## src/rtl/gl_fb_writer.sv

```systemverilog
// Framebuffer writer: pops pixels from the raster FIFO, clips them, and writes them to memory.
// Also fills the whole framebuffer with a clear colour on request.
module gl_fb_writer #(
   parameter logic [31:0] FB_BASE   = 32'h4000_0000,
   parameter int unsigned FB_WIDTH  = 640,
   parameter int unsigned FB_HEIGHT = 480
) (
   input  logic        clk,
   input  logic        reset,
   input  logic [95:0] pixel_fifo_dout,
   input  logic        pixel_fifo_empty,
   output logic        pixel_fifo_rd_en,
   input  logic        clear_start,
   input  logic [31:0] clear_color,
   output logic        clear_done,
   output logic        busy,
   output logic        mem_req,
   output logic [31:0] mem_addr,
   output logic [31:0] mem_wdata,
   output logic [3:0]  mem_be,
   input  logic        mem_ack,
   output logic [31:0] pixels_written,
   output logic [31:0] pixels_clipped
);
   localparam logic [31:0] WIDTH32  = 32'(FB_WIDTH);
   localparam logic [31:0] HEIGHT32 = 32'(FB_HEIGHT);
   localparam logic [31:0] LAST_IDX = 32'(FB_WIDTH * FB_HEIGHT - 1);

   typedef enum logic [2:0] {IDLE, POP, LATCH, CHECK, WRITE, CLEAR} state_t;

   state_t      state, state_nxt;
   logic [31:0] x_q, y_q, x_nxt, y_nxt;
   logic [23:0] col_q, col_nxt, clr_q, clr_nxt;
   logic [31:0] idx_q, idx_nxt;
   logic        pend_q, pend_nxt;
   logic        rd_en_nxt, req_nxt, done_nxt, busy_nxt;
   logic [31:0] addr_nxt, wdata_nxt, written_nxt, clipped_nxt;
   logic        ack_c;
   logic        unused_bits;

   assign ack_c       = mem_req && mem_ack;
   assign unused_bits = ^{pixel_fifo_dout[31:24], clear_color[31:24]};

   // State and registered outputs
   always_ff @(posedge clk) begin
      if (!reset) begin
         state            <= IDLE;
         x_q              <= '0;
         y_q              <= '0;
         col_q            <= '0;
         clr_q            <= '0;
         idx_q            <= '0;
         pend_q           <= 1'b0;
         pixel_fifo_rd_en <= 1'b0;
         clear_done       <= 1'b0;
         busy             <= 1'b0;
         mem_req          <= 1'b0;
         mem_addr         <= '0;
         mem_wdata        <= '0;
         mem_be           <= '0;
         pixels_written   <= '0;
         pixels_clipped   <= '0;
      end else begin
         state            <= state_nxt;
         x_q              <= x_nxt;
         y_q              <= y_nxt;
         col_q            <= col_nxt;
         clr_q            <= clr_nxt;
         idx_q            <= idx_nxt;
         pend_q           <= pend_nxt;
         pixel_fifo_rd_en <= rd_en_nxt;
         clear_done       <= done_nxt;
         busy             <= busy_nxt;
         mem_req          <= req_nxt;
         mem_addr         <= addr_nxt;
         mem_wdata        <= wdata_nxt;
         mem_be           <= {4{req_nxt}};
         pixels_written   <= written_nxt;
         pixels_clipped   <= clipped_nxt;
      end
   end

   // Next state and next output values
   always_comb begin
      state_nxt   = state;
      x_nxt       = x_q;
      y_nxt       = y_q;
      col_nxt     = col_q;
      clr_nxt     = clr_q;
      idx_nxt     = idx_q;
      pend_nxt    = pend_q;
      rd_en_nxt   = 1'b0;
      done_nxt    = 1'b0;
      req_nxt     = mem_req;
      addr_nxt    = mem_addr;
      wdata_nxt   = mem_wdata;
      written_nxt = pixels_written;
      clipped_nxt = pixels_clipped;

      case (state)
         IDLE: begin
            if (pend_q || clear_start) begin
               state_nxt = CLEAR;
               idx_nxt   = '0;
               clr_nxt   = clear_color[23:0];
               req_nxt   = 1'b1;
               addr_nxt  = FB_BASE;
               wdata_nxt = {8'h00, clear_color[23:0]};
            end else if (!pixel_fifo_empty) begin
               state_nxt = POP;
               rd_en_nxt = 1'b1;
            end
         end
         POP: begin
            if (clear_start) pend_nxt = 1'b1;
            state_nxt = LATCH;
         end
         LATCH: begin
            if (clear_start) pend_nxt = 1'b1;
            x_nxt     = pixel_fifo_dout[95:64];
            y_nxt     = pixel_fifo_dout[63:32];
            col_nxt   = pixel_fifo_dout[23:0];
            state_nxt = CHECK;
         end
         CHECK: begin
            if (clear_start) pend_nxt = 1'b1;
            if (x_q >= WIDTH32 || y_q >= HEIGHT32) begin
               clipped_nxt = pixels_clipped + 32'd1;
               state_nxt   = IDLE;
            end else begin
               addr_nxt  = FB_BASE + ((y_q * WIDTH32 + x_q) << 2);
               wdata_nxt = {8'h00, col_q};
               req_nxt   = 1'b1;
               state_nxt = WRITE;
            end
         end
         WRITE: begin
            if (clear_start) pend_nxt = 1'b1;
            if (ack_c) begin
               req_nxt     = 1'b0;
               written_nxt = pixels_written + 32'd1;
               state_nxt   = IDLE;
            end
         end
         CLEAR: begin
            // Request drops for one cycle between clear beats, as for pixel writes
            if (ack_c) begin
               req_nxt = 1'b0;
               if (idx_q == LAST_IDX) begin
                  done_nxt  = 1'b1;
                  pend_nxt  = 1'b0;
                  state_nxt = IDLE;
               end else begin
                  idx_nxt = idx_q + 32'd1;
               end
            end else if (!mem_req) begin
               req_nxt   = 1'b1;
               addr_nxt  = FB_BASE + (idx_q << 2);
               wdata_nxt = {8'h00, clr_q};
            end
         end
         default: state_nxt = IDLE;
      endcase

      busy_nxt = (state_nxt != IDLE) || pend_nxt;
   end
endmodule

```

## config.mk

```make
export PLATFORM = sky130hd
export DESIGN_NAME = gl_fb_writer
export DESIGN_NICKNAME = d
export VERILOG_FILES = /design/src/rtl/gl_fb_writer.sv
export SDC_FILE = /design/constraint.sdc
export NUM_CORES = 1
export LEC_CHECK = 0
export CAP_MARGIN = 10
export CORE_UTILIZATION = 40
export DETAILED_ROUTE_END_ITERATION = 10
export PLACE_DENSITY = 0.73
export SLEW_MARGIN = 40
export SYNTH_ARGS = -nofsm -noshare
export SYNTH_HDL_FRONTEND = slang
export SYNTH_SLANG_ARGS = --single-unit
```

## constraint.sdc

```tcl
create_clock -name clk -period 8.62 [get_ports clk]
set_input_delay 1.724 -clock clk [delete_from_list [all_inputs] [get_ports clk]]
set_output_delay 1.724 -clock clk [all_outputs]
set_load 0.01 [all_outputs]
```

# Yosys cells after proc, flatten, opt, wreduce, memory -nomap -nowiden

Index checks and enable logic that the tools add are counted.

Register bits: 281
Input bits: 133
Output and inout bits: 136
Word-level logic and storage cells: 87

Add/subtract/negate cells: 6
Multiply operators: 1
Magnitude comparators: 2
Equality and inequality tests: 12
Mux-type cells: 32
Bitwise logic cells: 2
Reduce and logical (&&, ||, !) cells: 16

Operators by type and width:

| cell                   | number |
|---|---|
| $mux 32                | 11 |
| $pmux 32 s3            | 2 |
| $add 32x1->32 const B  | 3 |
| $add 31x32->32 const A | 2 |
| $pmux 32 s2            | 1 |
| $eq 32x19->1 const B   | 1 |
| $ge 32x10->1 const B   | 1 |
| $ge 32x9->1 const B    | 1 |
| $mul 32x3->23 const B  | 1 |
| $add 30x30->30         | 1 |
| $mux 3                 | 6 |
| $pmux 3 s6             | 1 |
| $ne 2x2->1 const B     | 6 |
| $mux 1                 | 9 |
| $eq 3x2->1 const B     | 2 |
| $eq 3x3->1 const B     | 2 |
| $reduce_and 2->1       | 3 |
| $reduce_bool 3->1      | 2 |
| $reduce_and 5->1       | 1 |
| $pmux 1 s4             | 1 |
| $reduce_and 4->1       | 1 |
| $reduce_or 4->1        | 1 |
| $eq 3x1->1 const B     | 1 |
| $logic_not 3->1        | 1 |
| other kinds (7)        | 10 |

# Depth between registers and ports, before layout

Depth in word-level cells: 6
Mapped depth: 22
Mapped depth without buffers: 22

# Least setup slack after synthesis

OpenSTA, ideal clock, no wires.

Kind: flip-flop to flip-flop
From: register y_q[2]
To: register mem_addr[31]
Library setup time: 0.120 ns
Arrival time: 4.404 ns
Data required time: 8.500 ns
Slack: 4.096 ns
Stages on the path, launching flop included: 21
Path buffers: 0
Period minus slack after synthesis: 4.524 ns
Cell sequence: dfxtp_1 > ha_1 > ha_1 > a211oi_2 > o21ai_1 > or4_1 > a221o_2 > a41oi_2 > nand2b_1 > a21boi_0 > o21bai_1 > xor2_1 > ha_1 > nand2_1 > nor2_1 > and4_1 > a311oi_1 > xnor2_1 > xnor2_2 > mux2i_1 > a211o_1

Word-level cells in the longest chain between the ends: 5
Elaborated cells between the ends (all ways): 9
Those cells by class: add/sub (2); mul (1); order compare (1); eq/ne (1); mux (2); reduce/logical (2)

Ends and longest elaborated chain:

| what                     | RTL line | source |
|---|---|---|
| start: declaration       | 32       | `logic [31:0] x_q, y_q, x_nxt, y_nxt;` |
| start signal: assignment | 66       | `y_q <= y_nxt;` |
| $mul 32x3->23            | 131      | `addr_nxt = FB_BASE + ((y_q * WIDTH32 + x_q) << 2);` |
| $add 30x30->30           | 131      |  |
| $add 31x32->32           | 131      |  |
| $mux 32                  | 127      | `if (x_q >= WIDTH32 \|\| y_q >= HEIGHT32) begin` |
| $pmux 32 s3              | 100      | `case (state)` |
| end signal: assignment   | 75       | `mem_addr <= addr_nxt;` |
| end: declaration         | 18       | `output logic [31:0] mem_addr,` |

Several ways; a longest one is shown, not always the timed one. The select of a mux whose other input is x is not followed.
A chain may end at the register's enable or synchronous reset.

# Worst setup path after layout

Same ends and word-level chain as after synthesis.

==> flow_metrics.env <==
export IMPL_syn_to_final_growth_pct=27.8
export IMPL_drtPass1Iterations=5
export IMPL_intPower_mw=2.84
export IMPL_nets=2009
export IMPL_gr_total_overflow=0
export IMPL_netlist_area_leader_share=0.411
export IMPL_required_ns=9.06
export IMPL_drc=0
export IMPL_grt_pass1_wl_mm=56.4
export IMPL_cap_violations=0
export IMPL_routed_wl_mm=35.3
export IMPL_period_needed_ns=5.11
export IMPL_reg2reg_to="mem_addr[31]"
export IMPL_syn_cell_area_um2=13200
export IMPL_maxSlewViolCount=0
export IMPL_layout_cells_non_filler=2270
export IMPL_yosysTopAreaCell="dfxtp_1"
export IMPL_seq_power_share=0.372
export IMPL_critical_path_arrival_ns=5.55
export IMPL_place_congestion=0.877
export IMPL_cts_buffers=30
export IMPL_die_x_um=183
export IMPL_ys_seq_area_frac=0.411
export IMPL_stdcell_area_um2=16800
export IMPL_fmax_ghz=0.196
export IMPL_swShare=0.351
export IMPL_ys_ff_latch=270
export IMPL_reg2reg_from="y_q[2]"
export IMPL_antenna_found_initial=0
export IMPL_yosysMostFrequentCell="nand2_1"
export IMPL_clk_latency_ns=0.55
export IMPL_status="complete, no violations"
export IMPL_initial_core_util=0.405
export IMPL_ctsLongestPathBuffers=3
export IMPL_setup_viol=0
export IMPL_core_area_um2=32500
export IMPL_grt_max_degree=117
export IMPL_r2r_cells=20
export IMPL_p_per_area_nw_per_um2=260
export IMPL_synth_warnings=0
export IMPL_syn_area_per_cell_um2=8.16
export IMPL_end_kind="register"
export IMPL_ys_types=71
export IMPL_switchingPower_mw=1.53
export IMPL_cp_start_kind="register"
export IMPL_dpl_instance_area_um2=15800
export IMPL_syn_inst=1613
export IMPL_leakage_nw=6.28
export IMPL_tritoncts="yes"
export IMPL_cts_hold_fix_buffers=0
export IMPL_synthMuxAreaShare=0.00380
export IMPL_dpl_cell_count=2217
export IMPL_clk_pin_slew_ns=0.06
export IMPL_ant_nets=0
export IMPL_wire_per_inst_um=15.5
export IMPL_layout_drive_gt1_share=0.0460
export IMPL_grtUsageTotal=0.205
export IMPL_crit_end="mem_addr[31]"
export IMPL_synth_compound_area_frac=0.176
export IMPL_synth_xor_area_frac=0.0751
export IMPL_dp_hpwl_mm=25.1
export IMPL_via_per_inst=5.27
export IMPL_startpoint="y_q[2]"
export IMPL_critPathMaxFanout=3
export IMPL_fin_worst_skew_ns=0.00846
export IMPL_hold_viol_final=0
export IMPL_critPathKind="reg -> reg"
export IMPL_grt_pass1_vias=11300
export IMPL_dieArea_um2=33600
export IMPL_drt_iter0_markers=698
export IMPL_yosys_top_cells_area="dfxtp_1 (41%), nand2_1 (9.2%), a21oi_1 (6.5%)"
export IMPL_p_comb_frac=0.337
export IMPL_ff2ff_setup_slack_ns=3.51
export IMPL_rows=66
export IMPL_tightestPinTransition_ns=0.859
export IMPL_synth_edff_count=0
export IMPL_fin_crit_sh=0.593
export IMPL_ir_drop_mv=0.174
export IMPL_holdCritPathClass="reg -> reg"
export IMPL_synthAdderAreaFrac=0.0668
export IMPL_cts_sinks=270
export IMPL_cts_setup_buffers=0
export IMPL_ys_flop_type="dfxtp_1"
export IMPL_ctsResizeCount=0
export IMPL_synth_top_family_by_area="simple AND/OR/NAND/NOR gates"
export IMPL_h_tree_depth=1
export IMPL_rsz0062_at_grt="false"
export IMPL_fp_dieH_um=183
export IMPL_pin_count=269
export IMPL_vias=12000
export IMPL_async_flop_share=0
export IMPL_max_slew_margin=0.423
export IMPL_cts_root_buf="clkbuf_16"
export IMPL_synthSimpleGateAreaFrac=0.227
export IMPL_synth_common_cells="nand2_1 (324), dfxtp_1 (270), a21oi_1 (171)"
export IMPL_numPortBuffers=242
export IMPL_power_mw=4.37
export IMPL_num_antenna_cells=0
export IMPL_p_clk_frac=0.291
export IMPL_fin_tns_setup_ns=0
-- how the worst min path moves through the flow --
| stage | from | end | slack [ns] | cells past startpoint |
|---|---|---|---|---|
| floorplan | x_q[30] | x_q[30] | 0.44 | 2 |
| global placement | clr_q[4] | clr_q[4] | 0.44 | 2 |
| detailed placement | clr_q[13] | clr_q[13] | 0.45 | 2 |
| CTS | clr_q[13] | clr_q[13] | 0.45 | 2 |
| global route | col_q[13] | col_q[13] | 0.47 | 2 |
| finish | clr_q[23] | clr_q[23] | 0.45 | 2 |
-- area by class of cell --
class	instances	area (um^2)
flip-flops and latches	270	5410
fillers	3051	15600
clock buffers	44	885
repair buffers	251	2500
inverters	22	92.6
clock inverters	9	101
multi-input cells	1232	7280
well taps	442	553
-- critical path, stage by stage (launching register included) --
cell and delay [ns]:
dfxtp_1 0.35, ha_1 0.33, ha_1 0.34, a211oi_2 0.22, o21ai_1 0.11, or4_1 0.43, a221o_2 0.40, a41oi_2 0.25
nand2b_1 0.12, a21boi_0 0.32, o21bai_1 0.14, xor2_1 0.20, ha_1 0.28, nand2_1 0.08, nor2_1 0.08, and4_1 0.19
a311oi_1 0.34, xnor2_1 0.17, xnor2_2 0.26, mux2i_1 0.11, a211o_1 0.26
-- sequential cells by signal (all words and copies together) (netlist names) --
| signal | flops |
|---|---|
| mem_wdata | 24 |
| pixels_written | 32 |
| mem_addr | 30 |
| x_q | 32 |
| col_q | 24 |
| pend_q | 1 |
| pixel_fifo_rd_en | 1 |
| state | 3 |
| pixels_clipped | 32 |
| y_q | 32 |
| busy | 1 |
| clr_q | 24 |
| clear_done | 1 |
| mem_be | 1 |
| idx_q | 32 |
-- per-stage QoR --
step	worst slack, ns	hold slack [ns]	util
after CTS	3.51	0.454	0.518
after floorplan	4.10	0.436	-
after global placement	3.64	0.441	0.487
final	3.51	0.452	0.518
after global routing	3.18	0.471	0.518
after detailed placement	3.53	0.446	0.487
-- cell families after synthesis --
group / Yosys count
DFF: 270
buffers and inverters: 120
AOI/OAI and AO/OA: 372
muxes: 5
adders and majority gates: 69
and+or+nand+nor: 664
xor gates and xnor gates: 112
other: 1
-- power by group through the flow --
stage	registers (mW)	clock network, mW	logic (mW)
2_1_floorplan	1.65	0	0.929
3_3_place_gp	1.65	0	1.45
3_5_place_dp	1.66	0	1.48
4_1_cts	1.63	1.30	1.49
5_1_grt	1.66	1.35	1.63
6_report	1.63	1.27	1.47
-- per-layer routing --
layer | vias to the layer above | routed length, um | track usage
met2 | 382 | 16300 | 0.348
met1 | 5529 | 15500 | 0.262
li1 | 5990 | - | -
met3 | 71 | 2230 | 0.0359
met5 | - | 0 | 0
met4 | 0 | 1180 | 0.0663
-- cells in the final DEF, fill, tap and decap left out, types with 26 or more instances in the layout --
master,Yosys,routed
dfxtp_1,270,270
nand2_1,324,321
a311oi_1,26,26
xor2_1,66,66
ha_1,67,67
xnor2_1,45,45
a21oi_1,171,171
nor2_1,148,148
clkbuf_16,0,31
o21ai_0,51,51
clkdlybuf4s50_1,0,242
nand3_1,45,45
a22oi_1,49,49
Note: power is estimated with default switching activity, not from simulation.
